==> src/rtl/tx_prbs_modulator_if.sv <==
// tx_prbs_modulator_if: control and sample-stream bundle of the PRBS BPSK transmitter.
//   etx_en          enable; low aborts any transmission
//   istart          start request, sampled while idle
//   iseq_sel[3:0]   sequence index, captured on an accepted start
//   otx_sample[15:0] signed modulated sample
//   otx_sample_trig one-clock strobe when otx_sample is new
//   obusy           high while transmitting
//   odone           one-clock pulse at the end of a complete transmission
interface tx_prbs_modulator_if;
    logic               etx_en;
    logic               istart;
    logic [3:0]         iseq_sel;
    logic signed [15:0] otx_sample;
    logic               otx_sample_trig;
    logic               obusy;
    logic               odone;
    modport master (
        output etx_en, istart, iseq_sel,
        input  otx_sample, otx_sample_trig, obusy, odone
    );
    modport slave (
        input  etx_en, istart, iseq_sel,
        output otx_sample, otx_sample_trig, obusy, odone
    );
endinterface

==> src/rtl/tx_prbs_modulator.sv <==
// tx_prbs_modulator: 9-bit PRBS (x^9+x^5+1) BPSK-modulated onto an fs/8 sampled carrier.
//   ctx_clk  clock
//   rtx_rst  asynchronous active-low reset
//   tx       slave side of tx_prbs_modulator_if (enable/start/select in, sample stream out)
module tx_prbs_modulator #(
    parameter int CLKS_PER_SAMPLE  = 128,
    parameter int SAMPLES_PER_CHIP = 32,
    parameter int SEQ_LEN          = 511,
    parameter int AMPLITUDE        = 16384
) (
    input logic                ctx_clk,
    input logic                rtx_rst,
    tx_prbs_modulator_if.slave tx
);
    localparam int N  = SEQ_LEN * SAMPLES_PER_CHIP;
    localparam int TW = $clog2(CLKS_PER_SAMPLE + 1);
    localparam int CW = $clog2(SAMPLES_PER_CHIP + 1);
    localparam int SW = $clog2(N + 1);
    localparam logic signed [15:0] AMP  = 16'(AMPLITUDE);
    // round(AMPLITUDE*sqrt(0.5)) using sqrt(0.5) scaled by 2^31
    localparam logic signed [15:0] DIAG = 16'((64'(AMPLITUDE) * 64'd1518500250 + 64'd1073741824) >> 31);

    typedef enum logic {IDLE, RUN} state_t;

    state_t             state_q, state_d;
    logic [8:0]         lfsr_q, lfsr_d;
    logic [TW-1:0]      tick_q, tick_d;
    logic [CW-1:0]      chip_q, chip_d;
    logic [SW-1:0]      samp_q, samp_d;
    logic [2:0]         phase_q, phase_d;
    logic signed [15:0] sample_q, sample_d, mag;
    logic               trig_q, trig_d, done_q, done_d;
    logic               start, emit, fin, last;

    assign start = state_q == IDLE && tx.istart;
    assign emit  = state_q == RUN && tick_q == '0 && samp_q != SW'(N);
    assign fin   = state_q == RUN && tick_q == '0 && samp_q == SW'(N);
    assign last  = chip_q == CW'(SAMPLES_PER_CHIP - 1);
    // First-quadrant magnitude; the sign comes from phase[2] xor chip
    assign mag   = phase_q[1:0] == 2'd0 ? 16'sd0 : phase_q[1:0] == 2'd2 ? AMP : DIAG;

    always_ff @(posedge ctx_clk or negedge rtx_rst) begin
        if (!rtx_rst) begin
            state_q  <= IDLE;
            lfsr_q   <= '0;
            tick_q   <= '0;
            chip_q   <= '0;
            samp_q   <= '0;
            phase_q  <= '0;
            sample_q <= '0;
            trig_q   <= 1'b0;
            done_q   <= 1'b0;
        end else begin
            state_q  <= state_d;
            lfsr_q   <= lfsr_d;
            tick_q   <= tick_d;
            chip_q   <= chip_d;
            samp_q   <= samp_d;
            phase_q  <= phase_d;
            sample_q <= sample_d;
            trig_q   <= trig_d;
            done_q   <= done_d;
        end
    end

    always_comb state_d = !tx.etx_en ? IDLE : start ? RUN : fin ? IDLE : state_q;

    always_comb begin
        lfsr_d   = lfsr_q;
        tick_d   = tick_q;
        chip_d   = chip_q;
        samp_d   = samp_q;
        phase_d  = phase_q;
        sample_d = sample_q;
        trig_d   = 1'b0;
        done_d   = 1'b0;
        if (!tx.etx_en) begin
            lfsr_d   = '0;
            tick_d   = '0;
            chip_d   = '0;
            samp_d   = '0;
            phase_d  = '0;
            sample_d = '0;
        end else if (start) begin
            lfsr_d  = {tx.iseq_sel, 5'b00001};
            tick_d  = '0;
            chip_d  = '0;
            samp_d  = '0;
            phase_d = '0;
        end else if (fin) begin
            done_d   = 1'b1;
            sample_d = '0;
            chip_d   = '0;
            samp_d   = '0;
            phase_d  = '0;
        end else if (state_q == RUN) begin
            tick_d = tick_q == TW'(CLKS_PER_SAMPLE - 1) ? '0 : tick_q + 1'b1;
            if (emit) begin
                trig_d   = 1'b1;
                sample_d = (phase_q[2] ^ lfsr_q[0]) ? -mag : mag;
                phase_d  = phase_q + 1'b1;
                samp_d   = samp_q + 1'b1;
                chip_d   = last ? '0 : chip_q + 1'b1;
                // Shift toward bit 0 so lfsr[0] is the current chip
                lfsr_d   = last ? {lfsr_q[0] ^ lfsr_q[4], lfsr_q[8:1]} : lfsr_q;
            end
        end
    end

    assign tx.otx_sample      = sample_q;
    assign tx.otx_sample_trig = trig_q;
    assign tx.obusy           = state_q == RUN;
    assign tx.odone           = done_q;
endmodule

==> src/flat_wrapper.sv <==
// flat-port wrapper written by rule: the top's interface ports become plain ports
module tx_prbs_modulator_flat 
#(
    parameter int CLKS_PER_SAMPLE  = 128,
    parameter int SAMPLES_PER_CHIP = 32,
    parameter int SEQ_LEN          = 511,
    parameter int AMPLITUDE        = 16384
)
  (ctx_clk, rtx_rst, tx_etx_en, tx_istart, tx_iseq_sel, tx_otx_sample, tx_otx_sample_trig, tx_obusy, tx_odone);
  tx_prbs_modulator_if tx_i ();
  input logic ctx_clk;
  input logic rtx_rst;
  input wire logic [$bits(tx_i.etx_en)-1:0] tx_etx_en;
  input wire logic [$bits(tx_i.istart)-1:0] tx_istart;
  input wire logic [$bits(tx_i.iseq_sel)-1:0] tx_iseq_sel;
  output wire logic [$bits(tx_i.otx_sample)-1:0] tx_otx_sample;
  output wire logic [$bits(tx_i.otx_sample_trig)-1:0] tx_otx_sample_trig;
  output wire logic [$bits(tx_i.obusy)-1:0] tx_obusy;
  output wire logic [$bits(tx_i.odone)-1:0] tx_odone;
  assign tx_i.etx_en = tx_etx_en;
  assign tx_i.istart = tx_istart;
  assign tx_i.iseq_sel = tx_iseq_sel;
  assign tx_otx_sample = tx_i.otx_sample;
  assign tx_otx_sample_trig = tx_i.otx_sample_trig;
  assign tx_obusy = tx_i.obusy;
  assign tx_odone = tx_i.odone;
  tx_prbs_modulator #(.CLKS_PER_SAMPLE(CLKS_PER_SAMPLE), .SAMPLES_PER_CHIP(SAMPLES_PER_CHIP), .SEQ_LEN(SEQ_LEN), .AMPLITUDE(AMPLITUDE)) u_core (.ctx_clk(ctx_clk), .rtx_rst(rtx_rst), .tx(tx_i));
endmodule
==> config.mk <==
export PLATFORM = sky130hd
export DESIGN_NAME = tx_prbs_modulator_flat
export DESIGN_NICKNAME = d
export VERILOG_FILES = /design/src/rtl/tx_prbs_modulator_if.sv /design/src/rtl/tx_prbs_modulator.sv /design/src/flat_wrapper.sv
export SDC_FILE = /design/constraint.sdc
export NUM_CORES = 1
export LEC_CHECK = 0
export BUFFER_PORTS_ARGS = -buffer_cell sky130_fd_sc_hd__buf_2
export CORE_UTILIZATION = 64
export CTS_BUF_LIST = sky130_fd_sc_hd__clkbuf_2 sky130_fd_sc_hd__clkbuf_4 sky130_fd_sc_hd__clkbuf_8
export DETAILED_ROUTE_END_ITERATION = 8
export PLACE_DENSITY = 0.94
export SYNTH_ARGS = -nofsm -noshare
export SYNTH_HDL_FRONTEND = slang
export SYNTH_SLANG_ARGS = --single-unit
==> constraint.sdc <==
create_clock -name ctx_clk -period 6.43 [get_ports ctx_clk]
set_input_delay 0.3215 -clock ctx_clk [delete_from_list [all_inputs] [get_ports ctx_clk]]
set_output_delay 0.3215 -clock ctx_clk [all_outputs]
set_load 0.005 [all_outputs]
; ---- After elaboration in Yosys (flattened, before gate mapping)
; Index checks and enable logic that the tools add are counted.
[totals]
ff_bits = 59
latchBits = 0
ram_bits = 0
romBits = 0
inputBits = 8
out_inout_bits = 19
word_cells = 88
n_memories = 0
[op_classes]
addsub = 5
multipliers = 0
div = 0
magnitude_cmp = 0
eq_ne = 15
n_shift = 0
mux = 46
bitwise_logic = 3
n_reduce_logical = 10
[ops]
columns = op, count
row1 = $mux 16, 7
row2 = $mux 14, 5
row3 = $mux 9, 6
row4 = $mux 8, 5
row5 = $mux 6, 6
row6 = $ne 3x1->1 const B, 6
row7 = $neg 16->16, 1
row8 = $mux 15, 1
row9 = $mux 3, 5
row10 = $add 14x1->14 const B, 1
row11 = $eq 14x14->1 const B, 1
row12 = $ne 14x14->1 const B, 1
row13 = $mux 1, 11
row14 = $add 8x1->8 const B, 1
row15 = $eq 8x7->1 const B, 1
row16 = $logic_not 8->1, 1
row17 = $ne 4x1->1 const B, 2
row18 = $add 6x1->6 const B, 1
row19 = $eq 6x5->1 const B, 1
row20 = $logic_and 1x1->1, 4
row21 = $reduce_and 2->1, 2
row22 = $reduce_and 4->1, 1
row23 = $add 3x1->3 const B, 1
row24 = $ne 3x2->1 const B, 1
row25 = 6 further kinds, 7

; ---- Depth between registers and ports, before layout
[depth]
ltp_word = 10
depth_mapped = 9
depth_no_buf = 7

; ---- Worst setup path before layout
; OpenSTA, ideal clock, no wires.
[synth_timing]
path_type = register to register
start = register u_core.samp_q[0]
end = register u_core.lfsr_q[0]
setup_time_ns = 0.136
t_arrival_ns = 2.075
required_ns = 6.294
path_slack_ns = 4.219
path_stages_with_launch = 10
path_buffers = 2
synth_period_minus_slack_ns = 2.211
path_cell_list = dfrtp_1 -> inv_1 -> ha_1 -> or3b_4 -> or4_4 -> buf_6 -> and3_4 -> buf_6 -> mux2i_1 -> a21oi_1
[synth_between]
elab_chain_cells = 4
word_cells_on_any_way = 7
classes_between = 4 x eq/ne / 3 x reduce/logical
[synth_rtl]
columns = item, line_no
row1 = start: declaration, tx_prbs_modulator.sv:29  ; logic [SW-1:0] samp_q, samp_d;
row2 = start signal: assignment, tx_prbs_modulator.sv:58  ; samp_q <= samp_d;
row3 = $ne 14x14->1 / $eq 14x14->1 (equally long branches), "tx_prbs_modulator.sv:36, tx_prbs_modulator.sv:37"
row4 = $logic_and 1x1->1 (on tied branches), "tx_prbs_modulator.sv:36, tx_prbs_modulator.sv:37"
row5 = $ne 3x1->1 (no source line) / $ne 3x2->1 (equally long branches), -
row6 = $reduce_and 4->1 (no source line) (*), -
row7 = end signal: assignment, tx_prbs_modulator.sv:55  ; lfsr_q <= lfsr_d;
row8 = end: declaration, tx_prbs_modulator.sv:26  ; logic [8:0] lfsr_q, lfsr_d;
; Every way passes the cells marked *; elsewhere a longest branch is shown, timed or not.
; A chain may end at the register's enable or synchronous reset.

; ---- Worst setup path after layout
[layout_timing]
start = register u_core.samp_q[1]
end = register u_core.tick_q[0]
[layout_between]
elab_chain_cells = 4
[layout_rtl]
columns = item, line_no
row1 = $eq 14x14->1, tx_prbs_modulator.sv:37  ; assign fin = state_q == RUN && tick_q == '0 && samp_q == SW'(N);
row2 = $logic_and 1x1->1, tx_prbs_modulator.sv:37
row3 = $ne 3x2->1 (no source line), -
row4 = $reduce_and 2->1 (no source line), -
row5 = end signal: assignment, tx_prbs_modulator.sv:56  ; tick_q <= tick_d;
row6 = end: declaration, tx_prbs_modulator.sv:27  ; logic [TW-1:0] tick_q, tick_d;
; No other way between the ends.

==> summary.md <==
| Metric | Value |
|---|---|
| DP Cell Count | ~330 |
| Final hold vios | 0 |
| Core area | 3740 sq um |
| Crit-path max FO | 10 |
| Largest net degree at the start of global routing | ~50 |
| Top Ports | 27 |
| DP HPWL | 3.50 mm |
| Clk sinks | 48 |
| Most common cell in the synthesized netlist | dfrtp_1 |
| GRT Total Usage | 0.290 |
| Nets@finish | about 310 |
| CTS tree | built |
| Most common library cells after synthesis | 48 x dfrtp_1, 37 x nand2_1, 26 x a21oi_1 |
| Pwr per Cell Area | 218 nW/um^2 |
| Main flop type after synthesis | dfrtp_1 |
| Critical Path RT | about 6600 ps |
| DR vias/cell | approximately 6.3 |
| Layout cells sized above 1 | 0.140 |
| Gp weighted congestion | between 0.9 and 1 |
| Clock Tree Buf Depth | 2 |
| Synth cell types | 39 |
| Post-synth EDFFs | 0 |
| Clk slew on worst S/H paths | around 90 ps |
| Run status | complete, no violations |
| Vias in the first global route | between 2000 and 2500 |
| Initial DRC count | 291 |
| Synthesized net count | 295 |
| Largest family of logic cells by synthesized area | simple AND/OR/NAND/NOR gates |
| LEAKAGE | approximately 1.2 nW |
| Post-cts resize count | 0 |
| Crit path capture type | flop |
| Die area | between 4000 and 5000 sq um |
| Synth area leaders | dfrtp_1 47%, nand2_1 5.4%, a21oi_1 5.1% |
| CP max stage delay | 600 ps |
| Worst min path class | in2async |
| Mapped Area | about 2600 sq um |
| # Post-CTS Setup Buffers | 0 |
| Fmax | slightly above 0.4 GHz |
| Post-synthesis register bit count | between 40 and 50 |
| Die Width | between 60 and 70 um |
| Post-synth top area cell | dfrtp_1 |
| First-pass GRT wire length | just over 9 mm |
| Cell row count | 22 |
| Synth Area in Compound Gates | 0.110 |
| Arr. time, crit path | about 2700 ps |
| Non-filler cells, final | between 300 and 400 |
| CTS Buf Count | 5 |
| CP cell instances | inv_1 > ha_1 > or3b_4 > or4_4 > o21ai_0 > or2_2 > o22ai_1 |
| Period utilization | 0.386 |
| Final setup skew | 7.66 ps |
| Root buffer cell | clkbuf_8 |
| Final setup fails | 0 |
| Synth Area in Simple Gates | 0.240 |
| Clock latency on the worst-skew pair | 310 ps |
| CTS H-tree depth | 2 |
| Minimum clock period | 2480 ps |
| Initial core utilization | 0.684 |
| Remaining DRCs | 0 |
| Syn-to-layout area delta | 7.18% |
| Final global-route overflow total | 0 |
| Unrepaired setup endpoints after global routing | false |
| Cts hold-fix bufs | 0 |
| Vias | around 2200 |
| Worst setup path class | reg2reg |
| Post-synthesis sequential area ratio | 0.469 |
| Total of max-cap violations | 0 |
| Post-Synthesis Cells | ~280 |
| Synthesized area per cell | 9.18 sq um |
| # port buffers | 26 |
| DRT Wirelength | 5.51 mm |
| Post-DRT Antenna Nets | 0 |
| Initial antenna violation count | 0 |
| VDD IR max | around 0.12 mV |
| Post-synthesis mux area share | 0.0195 |
| DR pass1 iterations | 8 |
| Worst-margin pin slew | ~1000 ps |
| CP max stage cell | or4_4 |
| Fill count | around 240 |
| Die H | roughly 65 um |
| Final TNS setup | 0 ps |
| Yosys warnings | 0 |
| Post-Synth Adder-Cell Area | 0.0391 |
| Slew HR | 0.301 |
| Slew Viols, Final | 0 |
| Routed length per instance | 16.2 um |
| # diodes | 0 |
| Worst setup SP type | flop |
| Async SR Flop Fraction | 1.00 |
| Share of the synthesized area in the top cell type | 0.469 |
| Post-Synth XOR/XNOR Area | 0.0547 |
[per-stage QoR]
step	hold slack (ps)	util	power [mW]	area, sq um	setup slack [ps]
floorplan	25.9	-	0.351	2560	4220
finish	191	0.734	0.599	2750	3950
global placement	509	0.701	0.366	2630	4130
detailed placement	510	0.701	0.368	2630	4160
global route	268	0.734	0.617	2750	3870
CTS	226	0.734	0.599	2750	3990
[cells by family (layout without fill, tap and decap cells)]
group / Yosys count / in the layout
simple gates: 122 / 122
compound gates: 50 / 50
flops: 48 / 48
buf+inv: 30 / 44
xor+xnor: 16 / 16
fa+ha+maj: 8 / 8
mux: 5 / 5
[final timing paths]
path                                     startpoint                  endpoint  slack (ps)  depth (start not counted)
min in group ctx_clk                 tx_iseq_sel[0]          u_core.lfsr_q[5]         310                          3
setup / recovery                   u_core.samp_q[1]          u_core.tick_q[0]        3950                          7
hold reg to reg            u_core.tx.otx_sample[14]  u_core.tx.otx_sample[14]         520                          2
max in group asynchronous                   rtx_rst          u_core.tick_q[2]        5600                          1
setup reg to reg                   u_core.samp_q[1]          u_core.tick_q[0]        3950                          7
hold / removal                              rtx_rst          u_core.samp_q[2]         190                          1
[registers in the layout, summed over array words and instances (netlist names)]
| signal | flops |
|---|---|
| u_core.lfsr_q | 9 |
| u_core.phase_q | 3 |
| u_core.samp_q | 14 |
| u_core.tx.otx_sample_trig | 1 |
| u_core.tx.obusy | 1 |
| u_core.tx.odone | 1 |
| u_core.tx.otx_sample | 5 |
| u_core.chip_q | 6 |
| u_core.tick_q | 8 |
[layer usage]
metal | part of all wire | up-vias | track usage
met4 | 0.022 | 0 | 0.163
li1 | - | 997 | -
met1 | 0.40 | 1031 | 0.357
met2 | 0.50 | 120 | 0.481
met3 | 0.074 | 14 | 0.0486
met5 | 0 | - | 0
[where the power goes]
part           total [mW]  switching, mW  leakage [nW]  internal (mW)
Combinational      0.0502         0.0350         0.490         0.0152
Clock               0.235          0.108        0.0614          0.127
Sequential          0.314        0.00632         0.663          0.307
[worst max-delay path, delay by kind of cell, from the launching register on]
kind | cells | cell delay (ps)
AO/OA/AOI/OAI | 2 | 520
adder cells (fa/ha/maj) | 1 | 120
buffers and inverters | 1 | 80
flip-flops | 1 | 420
AND/OR/NAND/NOR | 3 | 1210
[final cells by class]
cell class	instances	area, sq um	share of cell area
Tap cell	48	60.1	0.0219
Timing Repair Buffer	28	145	0.0528
Clock inverter	2	38.8	0.0141
Clock buffer	6	82.6	0.0301
Multi-Input combinational cell	201	1190	0.433
Sequential cell	48	1200	0.437
Inverter	8	30.0	0.0109
[cells in the final DEF, fill, tap and decap left out, types with 3 or more instances in the layout]
cell      synthesis  routed
o21ai_0          12      12
nand2_1          37      37
clkbuf_8          0       6
or3_1             5       5
nor2_1           24      24
inv_1             8       8
nor3_1            5       5
a21oi_1          26      26
mux2i_1           5       5
xnor2_1           7       7
xor2_1            9       9
buf_2             3      26
dfrtp_1          48      48
nand2b_1          3       3
and2_1            4       4
ha_1              8       8
nand3_1          12      12
and3_1            5       5
nor4_1            7       7
nand4_1          11      11
(Power assumes the default switching activity.)
